===== config.mk =====
export PLATFORM = sky130hd
export DESIGN_NAME = phy_tx_link_ctrl
export DESIGN_NICKNAME = d
export VERILOG_FILES = /design/src/rtl/phy_tx_pkg.sv /design/src/rtl/phy_credit_cnt.sv /design/src/rtl/phy_tx_link_ctrl.sv
export SDC_FILE = /design/constraint.sdc
export NUM_CORES = 1
export LEC_CHECK = 0
export BUFFER_PORTS_ARGS = -buffer_cell sky130_fd_sc_hd__buf_2
export CORE_UTILIZATION = 32
export CTS_BUF_LIST = sky130_fd_sc_hd__clkbuf_8
export CTS_CLUSTER_DIAMETER = 40
export DETAILED_ROUTE_END_ITERATION = 7
export PLACE_DENSITY = 0.51
export SETUP_SLACK_MARGIN = 0.05
export SLEW_MARGIN = 20
export SYNTH_ARGS = -nofsm -noshare
export SYNTH_HDL_FRONTEND = slang
export SYNTH_HIERARCHICAL = 1
export SYNTH_SLANG_ARGS = --single-unit

===== constraint.sdc =====
create_clock -name clk_2f -period 2.5 [get_ports clk_2f]
set_input_delay 0.125 -clock clk_2f [delete_from_list [all_inputs] [get_ports clk_2f]]
set_output_delay 0.125 -clock clk_2f [all_outputs]
set_load 0.02 [all_outputs]

===== src/rtl/phy_tx_pkg.sv =====
// Shared definitions for the two-lane PHY transmit link controller:
// link state encoding and the default COM/IDLE symbols.
package phy_tx_pkg;

  // 2-bit link state, encoded as reported on link_state
  typedef enum logic [1:0] {
    LS_RESET  = 2'd0,
    LS_INIT   = 2'd1,
    LS_IDLE   = 2'd2,
    LS_ACTIVE = 2'd3
  } link_state_t;

  localparam logic [7:0] COM_SYM_DEFAULT = 8'hBC;
  localparam logic [7:0] IDL_SYM_DEFAULT = 8'h7C;

  // The link counts as up only once it has reached ACTIVE
  function automatic logic is_link_up(input link_state_t s);
    return (s == LS_ACTIVE);
  endfunction

endpackage


===== src/rtl/phy_credit_cnt.sv =====
// Per-lane transmit credit counter. Starts full, counts down on each
// accepted byte and up on each returned credit. Saturates at CREDIT_MAX
// and never goes below zero. 'restore' refills it when the link drops.
module phy_credit_cnt #(
  parameter int CREDIT_MAX = 8,
  parameter int CW         = 4
) (
  input  logic          clk_2f,
  input  logic          reset,
  input  logic          restore,
  input  logic          take,
  input  logic          give,
  output logic [CW-1:0] count,
  output logic          nonzero
);

  localparam logic [CW-1:0] MAX_VAL = CW'(CREDIT_MAX);

  logic [CW-1:0] r_count;

  // Credit update: take and give together cancel out
  always_ff @(posedge clk_2f) begin
    if (reset || restore) begin
      r_count <= MAX_VAL;
    end else if (take && !give && (r_count != '0)) begin
      r_count <= r_count - CW'(1);
    end else if (give && !take && (r_count != MAX_VAL)) begin
      r_count <= r_count + CW'(1);
    end
  end

  assign count   = r_count;
  assign nonzero = (r_count != '0);

endmodule


===== src/rtl/phy_tx_link_ctrl.sv =====
// Link sequencer and credit-based flow controller in front of the
// two-lane PHY transmit path. Brings the link up through INIT (COM on
// both lanes) and IDLE, then passes source bytes in ACTIVE under per-lane
// credits. Optional build macro PHY_LANE_LOCK_EN makes both lanes accept
// and emit in lockstep; without it the lanes are independent.
module phy_tx_link_ctrl
  import phy_tx_pkg::*;
#(
  parameter int         INIT_CYCLES = 16,
  parameter int         CREDIT_MAX  = 8,
  parameter int         CW          = 4,
  parameter logic [7:0] COM_SYM     = COM_SYM_DEFAULT,
  parameter logic [7:0] IDL_SYM     = IDL_SYM_DEFAULT
) (
  input  logic       clk_2f,
  input  logic       reset,
  input  logic       enable,
  input  logic [7:0] src_data0,
  input  logic       src_valid0,
  output logic       src_ready0,
  input  logic [7:0] src_data1,
  input  logic       src_valid1,
  output logic       src_ready1,
  input  logic       credit_ret0,
  input  logic       credit_ret1,
  output logic [7:0] data_out0,
  output logic       valid_out0,
  output logic [7:0] data_out1,
  output logic       valid_out1,
  output logic [1:0] link_state,
  output logic       link_up
);

  localparam int            ICW       = (INIT_CYCLES > 1) ? $clog2(INIT_CYCLES) : 1;
  localparam logic [ICW-1:0] INIT_LAST = ICW'(INIT_CYCLES - 1);
  localparam logic [CW-1:0]  CRED_FULL = CW'(CREDIT_MAX);

  link_state_t    r_state;
  link_state_t    w_state_next;
  logic [ICW-1:0] r_init_cnt;
  logic           w_active;
  logic           w_restore;

  logic [7:0]     w_src_data   [2];
  logic [1:0]     w_src_valid;
  logic [1:0]     w_credit_ret;
  logic [1:0]     w_ready;
  logic [1:0]     w_take;
  logic [1:0]     w_give;
  logic [1:0]     w_nonzero;
  logic [CW-1:0]  w_credit     [2];
  logic [7:0]     r_data_out   [2];
  logic [1:0]     r_valid_out;

  assign w_src_data[0]   = src_data0;
  assign w_src_data[1]   = src_data1;
  assign w_src_valid     = {src_valid1, src_valid0};
  assign w_credit_ret    = {credit_ret1, credit_ret0};

  assign w_active  = (r_state == LS_ACTIVE);
  // Going down (or staying down) refills every lane's credits
  assign w_restore = (w_state_next == LS_RESET);

  // Link state register
  always_ff @(posedge clk_2f) begin
    if (reset) begin
      r_state <= LS_RESET;
    end else begin
      r_state <= w_state_next;
    end
  end

  // Next-state logic; dropping enable takes any live state back to RESET
  always_comb begin
    w_state_next = r_state;
    case (r_state)
      LS_RESET: begin
        if (enable) w_state_next = LS_INIT;
      end
      LS_INIT: begin
        if (!enable)                        w_state_next = LS_RESET;
        else if (r_init_cnt == INIT_LAST)   w_state_next = LS_IDLE;
      end
      LS_IDLE: begin
        w_state_next = enable ? LS_ACTIVE : LS_RESET;
      end
      LS_ACTIVE: begin
        if (!enable) w_state_next = LS_RESET;
      end
      default: w_state_next = LS_RESET;
    endcase
  end

  // INIT dwell counter: zero outside INIT so each entry starts from 0
  always_ff @(posedge clk_2f) begin
    if (reset || (r_state != LS_INIT)) begin
      r_init_cnt <= '0;
    end else begin
      r_init_cnt <= r_init_cnt + ICW'(1);
    end
  end

`ifdef PHY_LANE_LOCK_EN
  logic w_lock_go;
  // Lockstep: accept only when both lanes have credit and both have data
  assign w_lock_go = w_active && enable && (&w_nonzero) && (&w_src_valid);
  assign w_ready   = {2{w_lock_go}};
`else
  generate
    for (genvar gi = 0; gi < 2; gi++) begin : g_ready
      assign w_ready[gi] = w_active && enable && w_nonzero[gi];
    end
  endgenerate
`endif

  generate
    for (genvar gi = 0; gi < 2; gi++) begin : g_lane
      assign w_take[gi] = w_src_valid[gi] && w_ready[gi];
      // Returns are ignored while the link is held in RESET; a return at
      // full credit is dropped here before it reaches the counter
      assign w_give[gi] = w_credit_ret[gi] && (r_state != LS_RESET) &&
                          (w_credit[gi] != CRED_FULL);

      phy_credit_cnt #(
        .CREDIT_MAX (CREDIT_MAX),
        .CW         (CW)
      ) u_credit (
        .clk_2f  (clk_2f),
        .reset   (reset),
        .restore (w_restore),
        .take    (w_take[gi]),
        .give    (w_give[gi]),
        .count   (w_credit[gi]),
        .nonzero (w_nonzero[gi])
      );

      // Lane output register: driven from the state being entered so the
      // symbols line up with the link_state reported in the same cycle
      always_ff @(posedge clk_2f) begin
        if (reset) begin
          r_data_out[gi]  <= 8'h00;
          r_valid_out[gi] <= 1'b0;
        end else begin
          case (w_state_next)
            LS_INIT: begin
              r_data_out[gi]  <= COM_SYM;
              r_valid_out[gi] <= 1'b1;
            end
            LS_IDLE: begin
              r_data_out[gi]  <= IDL_SYM;
              r_valid_out[gi] <= 1'b0;
            end
            LS_ACTIVE: begin
              if (w_take[gi]) begin
                r_data_out[gi]  <= w_src_data[gi];
                r_valid_out[gi] <= 1'b1;
              end else begin
                r_data_out[gi]  <= IDL_SYM;
                r_valid_out[gi] <= 1'b0;
              end
            end
            default: begin
              r_data_out[gi]  <= 8'h00;
              r_valid_out[gi] <= 1'b0;
            end
          endcase
        end
      end
    end
  endgenerate

  assign src_ready0 = w_ready[0];
  assign src_ready1 = w_ready[1];
  assign data_out0  = r_data_out[0];
  assign valid_out0 = r_valid_out[0];
  assign data_out1  = r_data_out[1];
  assign valid_out1 = r_valid_out[1];
  assign link_state = r_state;
  assign link_up    = is_link_up(r_state);

endmodule


* After elaboration in Yosys (flattened, before gate mapping)
Memory sizes are Yosys's and may differ from the RTL's.
Index checks and enable logic that the tools add are counted.
** Storage, ports and cells
- Output and inout port bits :: 23
- Memories :: 1
- RAM bits :: 16
- Flip-flop bits (word level) :: 16
- Logic and storage cells :: 112
** Operators by class
- $add $sub $neg :: 5
- Muxes and demuxes :: 49
- Equal/unequal tests :: 10
- Bitwise gates (word level) :: 10
- Reductions and logical operators :: 31
** Memories
- r_data_out :: depth 2, bits a word 8, rd ports 2, clocked after Yosys merged registers in 0, wr ports 2, RTL line phy_tx_link_ctrl.sv:52 : logic [7:0] r_data_out [2];
** Operators by type and width (count)
- 8-bit two-way mux :: 10
- 1-bit two-way mux :: 27
- 1-bit logical AND :: 17
- 4-bit two-way mux :: 4
- 4-bit by 1-bit adder with 4-bit output, second input constant :: 3
- 2-bit two-way mux :: 5
- 1-bit OR :: 10
- 2-bit equality test, second input constant :: 4
- 4-bit != test, second input constant :: 2
- 2-bit case mux with 4 select lines :: 1
- 4-bit nonzero test :: 2
- 4-bit by 1-bit subtractor with 4-bit output, second input constant :: 2
- 2-bit nonzero test :: 3
- 2-bit by 1-bit equality test with 1-bit output, second input constant :: 2
- 4-bit equality test, second input constant :: 1
- 1-bit zero test :: 4
- 2-bit zero test :: 2
- 1-bit case mux with 2 select lines :: 2
- 3-bit OR reduction :: 1
- 1-bit logical OR :: 2
- 2-bit by 1-bit != test with 1-bit output, second input constant :: 1

* Logic depth before layout (Yosys ltp)
Gate-level depths: netlist (run 1).
- Word-level depth :: 13
- Mapped depth :: 12
- Mapped depth without buffers :: 12

* Modules after synthesis
The synthesis (run 1) kept the hierarchy.
** Modules (own cells, without submodules)
- phy_tx_link_ctrl :: times used 1, area an instance 1004.7 um^2, sequential area each 640.6 um^2, cells each 88
- phy_credit_cnt :: times used 2, area an instance 302.8 um^2, sequential area each 80.1 um^2, cells each 33

* Least setup slack after synthesis (run 1)
No wires, ideal clock.
- Path type :: register to register
- Start point :: reg g_lane[1].u_credit.r_count[0]
- End point :: reg g_lane[1].u_credit.r_count[3]
- Library setup time :: 0.069 ns
- Clock period less this slack :: 2.264 ns
- Data arrival time :: 2.195 ns
- Setup slack :: 0.236 ns
- Cell stages (with the launch flop) :: 13
- Required time :: 2.431 ns
- Buffers on the path :: 0
- Cells stage by stage :: dfxtp_1 -> nor4_2 -> inv_1 -> nand2_1 -> nor2_1 -> nand2b_1 -> or2_1 -> inv_1 -> ha_1 -> a21oi_1 -> a211o_1 -> and4_1 -> o21ai_1
** On the way
- Longest elaborated chain between the ends :: 7
** Ends and longest elaborated chain
- from (decl) :: RTL line phy_credit_cnt.sv:19 : logic [CW-1:0] r_count;
- from (signal assigned) :: RTL line phy_credit_cnt.sv:26 : r_count <= r_count - CW'(1);
- from (signal assigned) :: RTL line phy_credit_cnt.sv:28 : r_count <= r_count + CW'(1);
- 4-bit nonzero test (*) :: RTL line phy_credit_cnt.sv:33 : assign nonzero = (r_count != '0);
- named net w_nonzero[1] :: RTL line phy_tx_link_ctrl.sv:50 : logic [1:0] w_nonzero;
- 1-bit logical AND (*) :: RTL line phy_tx_link_ctrl.sv:111 : assign w_ready[gi] = w_active && enable && w_nonzero[gi];
- 1-bit logical AND (*) :: RTL line phy_tx_link_ctrl.sv:118 : assign w_take[gi] = w_src_valid[gi] && w_ready[gi];
- named net w_take[1] :: RTL line phy_tx_link_ctrl.sv:48 : logic [1:0] w_take;
- 1-bit zero test :: RTL line phy_credit_cnt.sv:27 : end else if (give && !take && (r_count != MAX_VAL)) begin
- 1-bit logical AND (2 in a row) :: RTL line phy_credit_cnt.sv:27
- 2-bit nonzero test (no line)
Mark *: on every way through the listed nets, which the timed path passes. The rest lies on a longest branch. The select of a mux whose other input is x is not followed.
A chain may end at the register's enable or synchronous reset.

* Final worst setup path (run 1)
Same ends and word-level chain as after synthesis.

==> results of run 1 <==
==> per-layer routing <==
metal  global-route usage  vias to the layer above  wire, µm
li1                     -                      674         -
met1               0.1726                      588      1608
met2               0.2191                       39      1560
met3              0.04006                        4       198
met4              0.05882                        0        40
met5                    0                        -         0
==> what timing repair did <==
item                       CTS  global route
setup endpoints to repair    1             2
resized for setup            0            18
hold buffers                 0             0
buffers inserted             0             5
pin swaps                    1             4
==> metrics by stage <==
step	total power, W	cell area [µm²]	std cells	setup WS, ps	hold slack (ps)
after floorplan	0.0006342	1667	169	236.2	193.9
after global placement	0.0006765	1986	282	50.43	410.7
after detailed placement	0.0006755	1986	282	90.78	412.3
after CTS	0.001171	2097	290	63.77	117.3
after global routing	0.001204	2205	295	10.79	117.6
final	0.001155	2205	295	156.8	118.4
==> cell families (layout without fill, tap and decap cells) <==
family,count (synthesis),after routing
other,1,16
XOR/XNOR,10,10
adder cells (fa/ha/maj),7,7
flip-flops,32,32
multiplexers,2,2
AO/OA/AOI/OAI,29,29
AND/OR/NAND/NOR,55,55
buffers and inverters,18,77
==> critical path, delay by kind of cell (launching register included) <==
kind,cells,cell delay (ps)
and+or+nand+nor,6,940
AOI/OAI and AO/OA,3,510
DFF,1,360
adders and majority gates,1,290
buffers and inverters,2,180
==> registers in the layout (all words and copies together) (netlist names) <==
signal / flops
r_data_out: 16
g_lane.u_credit/count: 8
r_init_cnt: 4
link_state: 2
valid_out0: 1
valid_out1: 1
==> where the power goes <==
part           total [W]  switching (W)  leakage, nW  internal (W)
sequential      0.000575     0.00000580        0.292      0.000569
combinational  0.0000877      0.0000551        0.583     0.0000326
clock           0.000492       0.000197       0.0541      0.000295
==> final cells by class <==
type | count | share of cell area
clock buffers | 5 | 0.03121
clock inverters | 3 | 0.01930
inverters | 15 | 0.02554
multi-input cells | 119 | 0.3837
flip-flops and latches | 32 | 0.3695
well taps | 67 | 0.03803
repair buffers | 54 | 0.1328
==> cell usage in the layout (no fill, tap or decap), types with 3 or more instances in the layout <==
cell and count:
clkbuf_8 5, buf_2 45, xnor2_1 7, nor3_1 6, o21a_1 10, dfxtp_2 8
nand2_1 5, xor2_1 3, o21ai_1 3, inv_1 15, edfxtp_1 16, dfxtp_1 7
ha_1 4, nand2b_1 3, buf_4 9, nor2_1 18, nand3_1 3, and2_1 3
conb_1 16
==> worst paths after layout <==
kind	cells past startpoint	from	to	slack [ps]
max	12	g_lane[1].u_credit/count[0]	g_lane[1].u_credit/count[3]	160
min	2	src_data0[3]	r_data_out[0][3]	120
max reg2reg	12	g_lane[1].u_credit/count[0]	g_lane[1].u_credit/count[3]	160
min reg2reg	1	r_init_cnt[0]	r_init_cnt[0]	450
==> qor.yml, run 1 <==
finalHoldViolations: 0
grt_pass1_wl_um: 5388
power.leakage_nw: 0.9288
required_ps: 2710
worst_pin_slew_ps: 684.5
ys_warn_count: 6
cts_sinks: 32
synth_seq_cells: 32
synth_edf_count: 16
ys_top_cells_by_area: "edfxtp_1, dfxtp_1, nor2_1"
root_buffer: "clkbuf_8"
post-dp-hpwl_um: 2461
slew_violations: 0
drtIter0Drc: 59
multiInputGateArea_um2: 845.8
path_max_fanout: 6
final_util: 0.4607
die_width_um: 72.94
fin_crit_sh: 0.9373
ys_types: 38
start_kind: "flop"
rsz0062_at_grt: "true"
antenna_cells: 0
num_io_pins: 46
synth_common_cells: "nor2_1, dfxtp_1, edfxtp_1"
clk_latency_ps: 290
drc: 0
cp-end-kind: "flop"
grt_use_total: 0.1371
syn_avg_cell_area_um2: 10.46
final_nets: 257
grt_pass1_vias: 1194
yosysSeqAreaShare: 0.4973
synthAdderAreaFrac: 0.06371
syn2layout_area_growth_pct: 36.91
via_per_inst: 4.424
synth_xor_area_frac: 0.05439
htreeDepth: 2
drive_gt1_frac: 0.3684
ir_drop_mv: 0.2416
cts.path.max_buffers: 2
synth_area_leader_cell: "edfxtp_1"
fp.dieArea_mm2: 0.005320
synth_compound_area_frac: 0.1368
core_mm2: 0.004786
gp_congestion: 0.7601
min_path_type: "in -> reg"
synth_area_mm2: 0.001610
syn_inst: 154
yosys.cell_count.top_type: "nor2_1"
routedWlPerCell_um: 11.55
crit_type: "reg -> reg"
numCtsBuffers: 5
start_util: 0.3365
critPathSlowestCell: "dfxtp_2"
die_h_um: 72.94
synth_top_family_by_area: "simple AND/OR/NAND/NOR gates"
p_per_area_mw_per_mm2: 523.8
rows: 25
cap_violations: 0
clk_pin_slew_worst_paths_ps: 70
antenna_found_initial: 0
yosysTopAreaCellShare: 0.2984
drtPass1Iterations: 4
status: "completed"
path_common_cell: "inv_1"
ys_async_sr_fraction: 0
fillers: 466
final_antenna_net_count: 0
num_vias: 1305
period_minus_slack_ps: 2343
tritoncts: "built"
gr-total-overflow: 0
finalClockSkew_ps: 8.662
seq_area_um2: 814.5
synth.mux.area_fraction: 0.01243
drt_wl_total_um: 3407
cp.arrival_ps: 2550
port_buffers: 45
relSlewSlack: 0.5427
fmax_mhz: 426.8
cp_slowest_stage_delay_ps: 360
setup_viol: 0
synth_simple_gate_area_frac: 0.1857
worstPathCellList: "nor4_4, inv_1, nand2_1, nor2_2, nand2b_1, or2_1, inv_1, ha_4, a21oi_1, a211o_1, and4_1, o21ai_1"
grt_max_degree: 14
finalSetupTns_ps: 0
synthFlopType: "edfxtp_1"
Note: power is estimated with default switching activity, not from simulation.
==> run 2: changes to the inputs <==
- PLACE_DENSITY: 0.51 -> 0.58
==> run 2 against run 1 <==
Total power grew 0.33%. Fmax is essentially flat. Sequential share of layout area grew 0.74 points. Non-clock buffer count shrank 6. Highest routed layer unchanged.
==> qor.yml, run 2 (synthesis results as in run 1) <==
final_common_cell: "buf_2"
final_antenna_net_count: 0
htreeDepth: 2
cp-end-kind: "flop"
root_buffer: "clkbuf_8"
syn2layout_area_growth_pct: 33.80
crit_type: "reg -> reg"
worstPathCellList: "nor4_4, inv_1, nand2_1, nor2_2, nand2b_1, or2_1, inv_1, ha_4, nand3_1, a211o_1, and4_1, o21ai_1"
fin_crit_sh: 0.9378
grt_max_degree: 14
cp.arrival_ps: 2560
timing.critical_path.buf_inv: 2
grt_pass1_vias: 1230
ir_drop_mv: 0.1953
num_io_pins: 46
drt_wl_total_um: 3498
path_common_cell: "inv_1"
fin_area_mm2: 0.002155
numCtsBuffers: 5
path_max_fanout: 5
num_vias: 1297
finalSetupTns_ps: 0
via_per_inst: 4.488
regMostFlops: "r_data_out"
final_nets: 251
cp_slowest_stage_delay_ps: 360
rows: 25
drtPass1Iterations: 4
largest_register_ffs: 16
period_minus_slack_ps: 2345
start_util: 0.3365
routedWlPerCell_um: 12.10
fp.dieArea_mm2: 0.005320
core_mm2: 0.004786
power.leakage_nw: 0.8781
setup_viol: 0
port_buffers: 45
grt_use_total: 0.1372
start_kind: "flop"
die_width_um: 72.94
tritoncts: "built"
die_h_um: 72.94
rsz0062_at_grt: "true"
p_per_area_mw_per_mm2: 537.7
drc: 0
critPathSlowestCell: "dfxtp_2"
finalClockSkew_ps: 4.775
antenna_cells: 0
cap_violations: 0
antenna_found_initial: 0
finalHoldViolations: 0
cts_sinks: 32
gr-total-overflow: 0
dpl-instance-area_mm2: 0.001971
fmax_mhz: 426.5
slew_violations: 0
gp_congestion: 0.7748
drive_gt1_frac: 0.3514
most-common-layout-cells: "buf_2, nor2_1, edfxtp_1, conb_1, inv_1"
min_path_type: "in -> reg"
cts.path.max_buffers: 2
relSlewSlack: 0.5778
worst_pin_slew_ps: 632.0
status: "completed"
grt_pass1_wl_um: 5388
cpLargestDelayFamily: "simple AND/OR/NAND/NOR gates"
clk_latency_ps: 280
required_ps: 2710
drtIter0Drc: 44
post-dp-hpwl_um: 2557
clk_pin_slew_worst_paths_ps: 70
## run 2: cell types whose count changed in the layout (fill, tap and decap cells not counted), sizes merged
cell  delta
buf      -6
## run 2: path summary, 6_finish.rpt
check	start	endpoint	slack, ps	cells after the start
setup / recovery	g_lane[1].u_credit/count[3]	g_lane[1].u_credit/count[3]	160	12
hold / removal	src_data0[6]	r_data_out[0][6]	130	2
setup reg to reg	g_lane[1].u_credit/count[3]	g_lane[1].u_credit/count[3]	160	12
hold reg to reg	r_init_cnt[0]	r_init_cnt[0]	450	1
## run 2: where the power goes
group          switching, W  leakage [nW]  internal, W
Combinational     0.0000560         0.532    0.0000326
Clock              0.000199        0.0541     0.000295
Sequential       0.00000615         0.292     0.000571
Total              0.000261         0.878     0.000898
## run 2: per-layer routing
layer  vias to the layer above  wire, µm  track usage
li1                        660         -            -
met3                         7       162      0.03315
met1                       585      1549       0.1580
met4                         0        51      0.07190
met2                        45      1735       0.2357
met5                         -         0            0
## run 2: through the flow
step	cells	setup WS [ps]	utilization	hold slack [ps]	power, W
after floorplan	169	236.2	-	193.9	0.0006342
after global placement	280	91.44	0.4118	410.8	0.0006759
after detailed placement	280	46.29	0.4118	415.7	0.0006769
after CTS	288	54.36	0.4369	119.8	0.001174
after global routing	289	15.38	0.4502	120.5	0.001202
final	289	155.4	0.4502	126.7	0.001159
## run 2: what timing repair did
item                       in CTS  in global routing
setup endpoints to repair       1                  2
pin swaps                       0                  3
resized for setup               1                 15
hold buffers                    0                  0
setup buffers                   0                  1
## run 2: final cells by class
cell class                 instances  area (µm²)
fill                             488        2631
multi-input combinational        119       843.3
sequential                        32       812.0
timing repair buffer              48       247.7
tap                               67       83.83
clock buffer                       5       68.82
inverter                          15       56.30
clock inverter                     3       42.54
## run 2: worst reg2reg max path: stages (launching register included)
cell and delay, ps:
dfxtp_2 360, nor4_4 320, inv_1 90, nand2_1 90
nor2_2 70, nand2b_1 110, or2_1 160, inv_1 100
ha_4 290, nand3_1 100, a211o_1 290, and4_1 200
o21ai_1 100
==> run 3: changes to the inputs <==
- ABC_AREA: unset -> 1
- PLACE_DENSITY: 0.58 -> 0.56
==> run 3 against run 2 <==
Cell area increased by 4.7%. Sequential power about the same. Sequential share of layout area decreased by 2.1 points. First-iteration DRC count increased by 45%. Final cell count increased by 19%. Worst hold slack got worse by 1.2 ps. Clock-buffer cell count increased by 1. Clock power increased by 1%. Critical path type unchanged. Highest routed layer unchanged.
==> qor.yml, run 3 <==
grt_pass1_vias: 1245
drc: 0
status: "completed"
fillers: 548
final_antenna_net_count: 0
gp_congestion: 0.8019
ir_drop_mv: 0.2806
slew_violations: 0
cp.arrival_ps: 2400
clk_latency_ps: 280
ys_types: 26
grt_use_total: 0.1227
setup_viol: 0
yosysTopAreaCellShare: 0.2727
antenna_cells: 0
num_vias: 1393
dp.cells: 337
final_cells: 345
period_minus_slack_ps: 2232
final_nets: 304
grt_max_degree: 11
cp-end-kind: "flop"
seq_area_um2: 802.0
clk_pin_slew_worst_paths_ps: 60
numCtsBuffers: 5
post-cts-setup-buffers: 0
drtIter0Drc: 64
rr_worst_depth: 17
cp-startpoint: "g_lane[0].u_credit/count[2]"
regMostFlops: "r_data_out"
syn_avg_cell_area_um2: 8.552
htreeDepth: 2
most-common-layout-cells: "buf_2, inv_1, nand2_1, nor2_1"
synth_seq_cells: 32
die_width_um: 76.20
p_per_area_mw_per_mm2: 519.2
rsz0062_at_grt: "false"
reg2reg_to: "g_lane[0].u_credit/count[3]"
antenna_found_initial: 0
setup_slack_ps: 268.3
synthFlopType: "edfxtp_1"
cts_hold_buf: 0
start_util: 0.3385
fin_crit_sh: 0.8927
drive_gt1_frac: 0.2982
drtPass1Iterations: 4
rows: 26
finalClockSkew_ps: 5.438
fmax_mhz: 448.1
fp.dieArea_mm2: 0.005806
final_util: 0.4334
worstPathCellList: "nor2_1, nand2_2, inv_1, nor3_4, nand2_1, clkinv_8, nand2_4, inv_2, ha_1, nor2_1, inv_1, nand2_1, inv_1, nand2_4, nand3_2, nand2_1, nand3_1"
critPathSlowestCell: "dfxtp_1"
cap_violations: 0
syn2layout_area_growth_pct: 28.05
yosysSeqAreaShare: 0.4545
root_buffer: "clkbuf_8"
cts_resized: 0
r2r_setup_slack_ps: 270
drt_wl_total_um: 3164
ys_top_cells_by_area: "edfxtp_1, dfxtp_1, inv_1"
final_common_cell: "buf_2"
ys_async_sr_fraction: 0
min_path_cells: 3
grt_pass1_wl_um: 5575
synth_common_cells: "inv_1, nand2_1, nor2_1"
port_buffers: 45
start_kind: "flop"
hold_start: "src_data0[5]"
finalHoldViolations: 0
min_path_type: "in -> reg"
min_to: "r_data_out[0][5]"
multiInputGateArea_um2: 808.3
path_max_fanout: 5
num_io_pins: 46
cts.path.max_buffers: 2
core_mm2: 0.005205
yosys.cell_count.top_type: "inv_1"
post-dp-hpwl_um: 2547
ys_warn_count: 6
power.leakage_nw: 1.214
largest_register_ffs: 16
required_ps: 2670
pre_cts_slack_ps: 245.0
die_h_um: 76.20
synth_area_leader_cell: "edfxtp_1"
r2r-start: "g_lane[0].u_credit/count[2]"
crit_type: "reg -> reg"
synth_edf_count: 16
syn_inst: 206
via_per_inst: 4.038
cp_slowest_stage_delay_ps: 420
gr-total-overflow: 0
synth_area_mm2: 0.001762
finalSetupTns_ps: 0
routedWlPerCell_um: 9.171
tritoncts: "built"
cts_sinks: 32
-- run 3: cell count changes in the layout (fill, tap and decap cells not counted), sizes merged, moves of 5 or more --
cell / before / now
a21oi: 4 / 9
inv: 15 / 47
nand2: 5 / 42
nor2: 20 / 35
nor3: 6 / 1
o21a: 10 / 0
o21ai: 5 / 10
xnor2: 7 / 1
-- run 3: metrics by stage --
step	hold WS (ps)	total power (W)	cell area [µm²]
2_1_floorplan	209.3	0.0006407	1818
3_3_place_gp	408.4	0.0006843	2138
3_5_place_dp	413.4	0.0006843	2138
4_1_cts	122.7	0.001190	2255
5_1_grt	142.3	0.001222	2256
6_report	125.5	0.001171	2256
-- run 3: power breakdown --
group          internal (W)  switching [W]  leakage [nW]  total (W)
Combinational     0.0000337      0.0000602         0.866  0.0000939
Clock              0.000320       0.000179        0.0588   0.000500
Sequential         0.000571     0.00000621         0.289   0.000578
-- run 3: critical path, delay by kind of cell, from the launching register on --
kind | cells | cell delay [ps]
fa+ha+maj | 1 | 250
flops | 1 | 420
simple gates | 11 | 1090
buf+inv | 5 | 340
-- run 3: area by class of cell --
| cell class | instances | share of cell area |
|---|---|---|
| Multi-Input combinational cell | 140 | 0.3583 |
| Clock buffer | 6 | 0.03661 |
| Inverter | 49 | 0.09262 |
| Tap cell | 70 | 0.03882 |
| Clock inverter | 2 | 0.01498 |
| Sequential cell | 32 | 0.3555 |
| Timing Repair Buffer | 46 | 0.1032 |
-- run 3: worst max path at each step --
stage | end | slack (ps) | depth (start not counted)
after floorplan | g_lane[1].u_credit/count[3] | 300 | 17
after global placement | g_lane[0].u_credit/count[3] | 250 | 17
after detailed placement | g_lane[0].u_credit/count[3] | 240 | 17
after CTS | g_lane[0].u_credit/count[3] | 230 | 17
after global routing | g_lane[0].u_credit/count[3] | 60 | 17
final | g_lane[0].u_credit/count[3] | 270 | 17
-- run 3: kinds of logic after synthesis --
group / Yosys count / share of synthesized area
fa+ha+maj: 7 / 0.05824
xor+xnor: 3 / 0.01492
other cells: 1 / 0.002129
buf+inv: 49 / 0.1186
compound gates: 25 / 0.07812
flops: 32 / 0.4545
simple gates: 89 / 0.2734
-- run 3: metal layers --
metal  wire, µm  global-route usage
met4         66             0.05769
met1       1515              0.1548
met5          0                   0
met3        182             0.04072
met2       1399              0.1891
